<file path="src/rtl/key_pkg.sv">
// Shared keypad constants and player state type.
// Used by key_player, div10_seq and the keypad code accumulator.
package key_pkg;

  localparam int KEY_MIN = 1;
  localparam int KEY_MAX = 6;
  localparam int DIGIT_W = 4;
  localparam int CODE_W  = 32;

  typedef enum logic [2:0] {
    ST_IDLE    = 3'd0,
    ST_CONVERT = 3'd1,
    ST_PRESS   = 3'd2,
    ST_GAP     = 3'd3,
    ST_FINISH  = 3'd4
  } kp_state_t;

  // Only keys 1..6 exist on the pad.
  function automatic logic digit_ok(
    input logic [DIGIT_W-1:0] d
  );
    return (d >= DIGIT_W'(KEY_MIN)) &&
           (d <= DIGIT_W'(KEY_MAX));
  endfunction

endpackage

</file>
<file path="src/rtl/div10_seq.sv">
// Sequential restoring divide-by-10, fixed 33 cycles (load + 32 shifts).
// Ports: hwclk, reset_n, load, dividend -> quotient, remainder, ready.
module div10_seq
  import key_pkg::*;
(
  input  logic               hwclk,
  input  logic               reset_n,
  input  logic               load,
  input  logic [CODE_W-1:0]  dividend,
  output logic [CODE_W-1:0]  quotient,
  output logic [DIGIT_W-1:0] remainder,
  output logic               ready
);

  logic [5:0]       cnt;
  logic [DIGIT_W:0] trial;

  // Dividend bits shift out of the top of quotient while
  // quotient bits shift in at the bottom.
  assign trial = {remainder, quotient[CODE_W-1]};

  always_ff @(posedge hwclk) begin
    if (!reset_n) begin
      quotient  <= '0;
      remainder <= '0;
      cnt       <= '0;
      ready     <= 1'b0;
    end else if (load) begin
      quotient  <= dividend;
      remainder <= '0;
      cnt       <= 6'd32;
      ready     <= 1'b0;
    end else if (cnt != 6'd0) begin
      cnt   <= cnt - 6'd1;
      ready <= (cnt == 6'd1);
      if (trial >= 5'd10) begin
        remainder <= DIGIT_W'(trial - 5'd10);
        quotient  <= {quotient[CODE_W-2:0], 1'b1};
      end else begin
        remainder <= trial[DIGIT_W-1:0];
        quotient  <= {quotient[CODE_W-2:0], 1'b0};
      end
    end
  end

endmodule

</file>
<file path="src/rtl/key_player.sv">
// Replays a 32-bit code as keypad presses, MS decimal digit first.
// Ports: hwclk, reset_n, start, value -> key, button_pressed, busy,
// done, error; kl_enable when KEY_PLAYER_ENABLE_OUT_EN is defined.
module key_player
  import key_pkg::*;
#(
  parameter int PRESS_CYCLES = 4,
  parameter int GAP_CYCLES   = 4,
  parameter int MAX_DIGITS   = 10
) (
  input  logic              hwclk,
  input  logic              reset_n,
  input  logic              start,
  input  logic [CODE_W-1:0] value,
  output logic [7:0]        key,
  output logic              button_pressed,
  output logic              busy,
  output logic              done,
`ifdef KEY_PLAYER_ENABLE_OUT_EN
  output logic              kl_enable,
`endif
  output logic              error
);

  localparam int CNT_W = $clog2(MAX_DIGITS + 1);
  localparam int TMAX  = (PRESS_CYCLES > GAP_CYCLES) ?
                         PRESS_CYCLES : GAP_CYCLES;
  localparam int TW    = $clog2(TMAX + 1);

  kp_state_t          state;
  logic [DIGIT_W-1:0] digits [MAX_DIGITS];
  logic [CNT_W-1:0]   count;
  logic [CNT_W-1:0]   idx;
  logic [TW-1:0]      tmr;

  logic               accept;
  logic               div_load;
  logic [CODE_W-1:0]  div_in;
  logic [CODE_W-1:0]  quo;
  logic [DIGIT_W-1:0] rem;
  logic               div_rdy;
  logic               full;

  assign accept = (state == ST_IDLE) && start;

  // The start cycle doubles as the first divider load; later loads
  // chain on ready so each division costs exactly 33 cycles.
  assign div_load = (accept && (value != '0)) ||
                    ((state == ST_CONVERT) && div_rdy);
  assign div_in   = (state == ST_IDLE) ? value : quo;

  // Guard against a buffer smaller than the number of digits.
  assign full = (count == CNT_W'(MAX_DIGITS - 1)) &&
                (quo != '0);

  div10_seq u_div (
    .hwclk     (hwclk),
    .reset_n   (reset_n),
    .load      (div_load),
    .dividend  (div_in),
    .quotient  (quo),
    .remainder (rem),
    .ready     (div_rdy)
  );

  always_ff @(posedge hwclk) begin
    if (!reset_n) begin
      state <= ST_IDLE;
      count <= '0;
      idx   <= '0;
      tmr   <= '0;
      error <= 1'b0;
      for (int i = 0; i < MAX_DIGITS; i++)
        digits[i] <= '0;
    end else begin
      unique case (state)
        ST_IDLE: begin
          if (start) begin
            error <= 1'b0;
            count <= '0;
            state <= (value == '0) ? ST_FINISH
                                   : ST_CONVERT;
          end
        end
        ST_CONVERT: begin
          if (div_rdy) begin
            if (!digit_ok(rem) || full) begin
              error <= 1'b1;
              state <= ST_FINISH;
            end else begin
              digits[count] <= rem;
              count <= count + CNT_W'(1);
              if (quo == '0) begin
                idx   <= count;
                tmr   <= '0;
                state <= ST_PRESS;
              end
            end
          end
        end
        ST_PRESS: begin
          if (tmr == TW'(PRESS_CYCLES - 1)) begin
            tmr   <= '0;
            state <= ST_GAP;
          end else begin
            tmr <= tmr + TW'(1);
          end
        end
        ST_GAP: begin
          if (tmr == TW'(GAP_CYCLES - 1)) begin
            tmr <= '0;
            if (idx == '0) begin
              state <= ST_FINISH;
            end else begin
              idx   <= idx - CNT_W'(1);
              state <= ST_PRESS;
            end
          end else begin
            tmr <= tmr + TW'(1);
          end
        end
        ST_FINISH: state <= ST_IDLE;
        default:   state <= ST_IDLE;
      endcase
    end
  end

  assign button_pressed = (state == ST_PRESS);
  assign busy           = (state != ST_IDLE);
  assign done           = (state == ST_FINISH);
  assign key = ((state == ST_PRESS) || (state == ST_GAP)) ?
               8'(digits[idx]) : 8'd0;

`ifdef KEY_PLAYER_ENABLE_OUT_EN
  logic en_q;
  logic last_div;

  // High in the final CONVERT cycle so enable leads the first press.
  assign last_div = (state == ST_CONVERT) && div_rdy &&
                    digit_ok(rem) && !full && (quo == '0);

  always_ff @(posedge hwclk) begin
    if (!reset_n)
      en_q <= 1'b0;
    else if (accept)
      en_q <= 1'b0;
    else if (last_div)
      en_q <= 1'b1;
  end

  assign kl_enable = en_q | last_div;
`endif

endmodule

</file>
<file path="config.mk">
export PLATFORM = sky130hd
export DESIGN_NAME = key_player
export DESIGN_NICKNAME = d
export VERILOG_FILES = /design/src/rtl/key_pkg.sv /design/src/rtl/div10_seq.sv /design/src/rtl/key_player.sv
export SDC_FILE = /design/constraint.sdc
export NUM_CORES = 1
export LEC_CHECK = 0
export ABC_AREA = 1
export ABC_CLOCK_PERIOD_IN_PS = 2700
export CAP_MARGIN = 20
export CORE_MARGIN = 2
export CORE_UTILIZATION = 59
export DETAILED_ROUTE_END_ITERATION = 6
export GPL_TIMING_DRIVEN = 0
export PLACE_DENSITY = 0.77
export SLEW_MARGIN = 10
export SYNTH_ARGS = -nofsm -noshare
export SYNTH_HDL_FRONTEND = slang
export SYNTH_SLANG_ARGS = --single-unit
</file>
<file path="constraint.sdc">
create_clock -name hwclk -period 2.7 [get_ports hwclk]
set_input_delay 0.675 -clock hwclk [delete_from_list [all_inputs] [get_ports hwclk]]
set_output_delay 0.675 -clock hwclk [all_outputs]
set_load 0.01 [all_outputs]
</file>
==> results of run 1 <==
## synth_stat cells, types with 2 or more instances
cell,n,share of area [%]
sky130_fd_sc_hd__buf_2,13,1.0
sky130_fd_sc_hd__o22ai_1,5,0.49
sky130_fd_sc_hd__nor3_2,3,0.47
sky130_fd_sc_hd__nor2_2,8,0.79
sky130_fd_sc_hd__buf_4,4,0.47
sky130_fd_sc_hd__nor2_4,4,0.71
sky130_fd_sc_hd__o21ai_1,5,0.40
sky130_fd_sc_hd__clkbuf_1,15,0.89
sky130_fd_sc_hd__a211oi_1,2,0.24
sky130_fd_sc_hd__edfxtp_1,64,30
sky130_fd_sc_hd__inv_1,41,2.4
sky130_fd_sc_hd__or2_2,2,0.20
sky130_fd_sc_hd__a21oi_1,19,1.5
sky130_fd_sc_hd__o21ai_0,73,5.8
sky130_fd_sc_hd__nand4_1,6,0.59
sky130_fd_sc_hd__xnor2_1,3,0.42
sky130_fd_sc_hd__nor3_4,3,0.77
sky130_fd_sc_hd__nand2_2,9,0.89
sky130_fd_sc_hd__nand3_1,21,1.7
sky130_fd_sc_hd__nor3_1,6,0.47
sky130_fd_sc_hd__nor2_1,197,12
sky130_fd_sc_hd__o211ai_1,4,0.47
sky130_fd_sc_hd__nand2_4,2,0.36
sky130_fd_sc_hd__ha_1,11,2.2
sky130_fd_sc_hd__inv_2,9,0.53
sky130_fd_sc_hd__nand2_1,175,10
sky130_fd_sc_hd__o221ai_1,12,1.7
sky130_fd_sc_hd__dfxtp_1,62,20
## worst max-delay path by stage
stage	startpoint	endpoint	slack, ps	cells past startpoint
2_1_floorplan	reset_n	digits[14][0]$_DFFE_PP_	470	8
3_3_place_gp	flop	key[0]	-130	7
5_1_grt	u_div.remainder[0]$_SDFFE_PP0P_	digits[13][2]$_DFFE_PP_	-20	10
6_report	flop	key[0]	90	6
4_1_cts	flop	key[1]	6	7
3_5_place_dp	flop	key[2]	-240	7
## registers in the layout (all words and copies together) (netlist names), named ones only
name / count
u_div.quotient: 32
error: 1
u_div.cnt: 6
state: 3
idx: 4
tmr: 3
digits: 64
count: 4
u_div.ready: 1
u_div.remainder: 4
## stage by stage
step           util, %  setup WS, ps
2_1_floorplan        -           474
3_3_place_gp      67.3          -135
3_5_place_dp      67.3          -240
4_1_cts           73.8          6.05
5_1_grt           73.8         -15.4
6_report          73.8          91.0
## final cells by class
cell class,instances,area [µm²]
repair buffers,44,415
multi-input cells,601,2900
flip-flops and latches,126,3170
plain buffers,33,248
fillers,795,2720
clock inverters,12,120
inverters,52,205
well taps,136,170
clock buffers,19,422
## routing by layer
| layer | track usage [%] | routed length, µm | part of all wire [%] | vias up |
|---|---|---|---|---|
| met5 | 0 | 0 | 0 | - |
| met3 | 6.96 | 1180 | 7.7 | 38 |
| met1 | 34.5 | 6250 | 41 | 2581 |
| li1 | - | - | - | 2758 |
| met4 | 10.1 | 392 | 2.6 | 0 |
| met2 | 46.4 | 7500 | 49 | 269 |
## worst min-delay path: cells and delay by family (launching register included)
| family | cells | cell delay (ps) |
|---|---|---|
| DFF | 1 | 310 |
| buffers and inverters | 1 | 40 |
| and+or+nand+nor | 1 | 90 |
## cells by family after synthesis
kind of cell               count (synthesis)
and+or+nand+nor                          440
AOI/OAI and AO/OA                        126
DFF                                      126
buffers and inverters                     85
adders and majority gates                 11
xor gates and xnor gates                   4
other                                      1
## power groups by stage
stage	Sequential [µW]	Combinational (µW)	Clock, µW
global placement	2560	2450	0
detailed placement	2570	2530	0
global route	2590	3070	2190
finish	2560	2740	2090
floorplan	2500	1920	0
CTS	2550	2680	2110
## timing repair
item                       in CTS  in global routing
setup endpoints to repair       5                 13
hold buffers                    0                  0
setup buffers                   3                  0
gates resized for setup        45                 16
pin swaps                       5                 13
==> summary by stage, run 1 <==
Power and ir drop
For this design the ratio of total power to cell area is slightly below 1000 nW/µm². The total power is about 7400 µW. The net switching fraction of the power is 37.7%. The share of total power in combinational logic is 37.0%.

The internal portion of the total power is 4600 µW. The clock network fraction of design power is approximately 28%. Summed over all nets, the switching power comes to around 2800 µW.

The worst-case vdd ir drop is 0.000410 V. The leakage dissipation is 0.00320 µW. Registers are responsible for 34.6% of the overall power.

Layout
With fillers left out, the area of the finished cells amounts to approximately 7700 µm². The antenna diode count is 0. The fraction of layout instances using a drive strength above 1 is 13.3%. The final net count is 921. The number of non-filler instances in the completed layout is 1023. Relative to the synthesized area, the layout overhead comes to 21.0%.

The library cell used most frequently in the layout, excluding fill and tap cells, is sky130_fd_sc_hd__nor2_1. Leaving out fill and tap cells, the most frequent cells in the layout are sky130_fd_sc_hd__nor2_1 (195), sky130_fd_sc_hd__nand2_1 (175), sky130_fd_sc_hd__o21ai_0 (70).

Clocking
The clock reaches the later pin of the worst-skew pair after around 520 ps. The clock transition at the register clock pins on the worst setup and hold paths after CTS is 50 ps. The tree built by TritonCTS fans out to between 100 and 150 sinks. The cell at the root of the clock tree is sky130_fd_sc_hd__clkbuf_8. The number of buffers on the longest clock path is 2.

TritonCTS built the clock tree. Clock tree synthesis inserted a total of 17 buffers. The clock tree synthesis step divided the H-tree into 4 levels.

Timing
Setup violations remaining at the end of the flow were counted as 0. The worst pin sits at a relative slew slack of 55.2%. The count of pins over their slew limit was 0. The portion of the clock cycle consumed by the worst path in the final layout is a little over nine tenths. On the final layout, the worst clock skew is 7.19 ps. The achievable clock frequency is around 380 MHz. Hold timing on the final database bottoms out at a slack of approximately 470 ps. The routed design could run at a clock period as short as 2610 ps. The sum of negative setup slack is 0 ps. The number of hold-slack violations in the final timing report came to 0. At the pin with the least slew margin, the transition time is slightly below 700 ps.

Setup path
The setup path with the least slack is of type flop to output pin. The number of buffers and inverters on the critical path is 2. The critical path's slowest cell is sky130_fd_sc_hd__dfxtp_4. Measured in cells, the most critical reg-to-reg path has a length of 10. The element type at the critical path start is a flop. STA puts the critical path data arrival time at 1930 ps.

The start of the worst register-to-register path is u_div.remainder[0]$_SDFFE_PP0P_. The family with the most delay on the worst path is compound AO/OA/AOI/OAI gates. The worst register-to-register path ends at digits[10][0]$_DFFE_PP_. STA puts the critical path data required time at around 2000 ps. The critical path endpoint category is an output pin. The largest single stage delay on the critical path is ~400 ps. The internal reg-to-reg setup slack is 190 ps. The signal on the critical path passes through clkbuf_8, o21ai_0, o221ai_2, o211ai_1, a21oi_1, buf_2. The largest driver fanout on the critical path is 10.

Route
The count of routing violations after the opening detailed-route iteration is 478. The number of nets with antenna violations after detailed routing is 0. After detailed routing, the number of remaining DRC violations is 6. Using the TritonRoute via totals, the vias-per-cell ratio works out to 5.52.

Wires add up to 15300 µm. In the final routed layout, each cell accounts on average for 15.0 µm. The detailed-router iteration count before antenna repair is 7. Summing over every cut layer, the via total after detailed routing is 5646.

Hold path
The worst min-delay path class is flop to flop. Along the worst hold path, the cell count comes to 2. In this run the most critical hold path is launched from tmr[2]$_SDFFE_PN0P_. The path with the worst hold slack has its endpoint at tmr[2]$_SDFFE_PN0P_.

Die
The die outline width is 108 µm. The number of placement rows is 37. The die height is 108 µm. The core region is slightly above 10000 µm². The boundary pin count is 47. The starting density of the core is 61.0%. The floorplan step defined a die boundary enclosing 11600 µm².

Synth
The synthesized netlist devotes 11.5% of its cell area to compound gates. The gate count after technology mapping is 793. Yosys mapped a number of flops with a built-in enable equal to 64. Of the total synthesized cell area, the portion taken by XOR and XNOR cells is 0.554%. The Yosys step of the flow raised 0 warnings. Sequential elements use 50.0% of the synthesized area. Counting flops with an async set or reset pin after synthesis yields a share of 0%. The post-synth design cell area is 6330 µm². Summing the areas of all fa, ha and maj instances in the mapped netlist gives around 2.2% of the synthesized area. The proportion of synthesized area in mux cells is 0%. The synthesized netlist devotes 29.9% of its cell area to simple gates. Each instance of the synthesized netlist takes up on average approximately 8 µm².

For this run, the leading register cell type out of synthesis is sky130_fd_sc_hd__edfxtp_1. Synthesis instantiated between 40 and 50 different standard cells from the library. The dominant combinational cell family by area after synthesis is simple AND/OR/NAND/NOR gates. In this run, synthesis produced a sequential element count of about 130.

Global routing
The number of antenna violations at the first check in global routing is 0. The total congestion overflow after global routing is 0. The number of global-route vias before repair came to 5204. In the global route stage, overall resource usage came out at 27.6%.

The first global-routing pass estimated 24700 µm of wire. Entering global routing, the biggest net connects 17 pins.

Run status
The final reports fail on DRC. The flow ran to the end, but the final reports show violations.

Placement
The port buffer count is between 40 and 50. The HPWL after detailed placement is roughly 11000 µm. At the end of routability-driven placement, the weighted congestion stood at 0.841. The total placed cells including tap cells is roughly 1000. The total placed instance area is approximately 7000 µm².

Run
The number of maximum-capacitance constraint violations is 0.
Power figures use the tool's default switching activity.
==> run 2: changes to the inputs <==
--- a/config.mk
+++ b/config.mk
@@ -10,6 +10,7 @@
 export CAP_MARGIN = 20
 export CORE_MARGIN = 2
 export CORE_UTILIZATION = 59
+export CTS_CLUSTER_SIZE = 10
 export DETAILED_ROUTE_END_ITERATION = 6
 export GPL_TIMING_DRIVEN = 0
 export PLACE_DENSITY = 0.77
==> results of run 2 <==
Same layout as run 1: the final DEF is identical, and so are final timing and power.
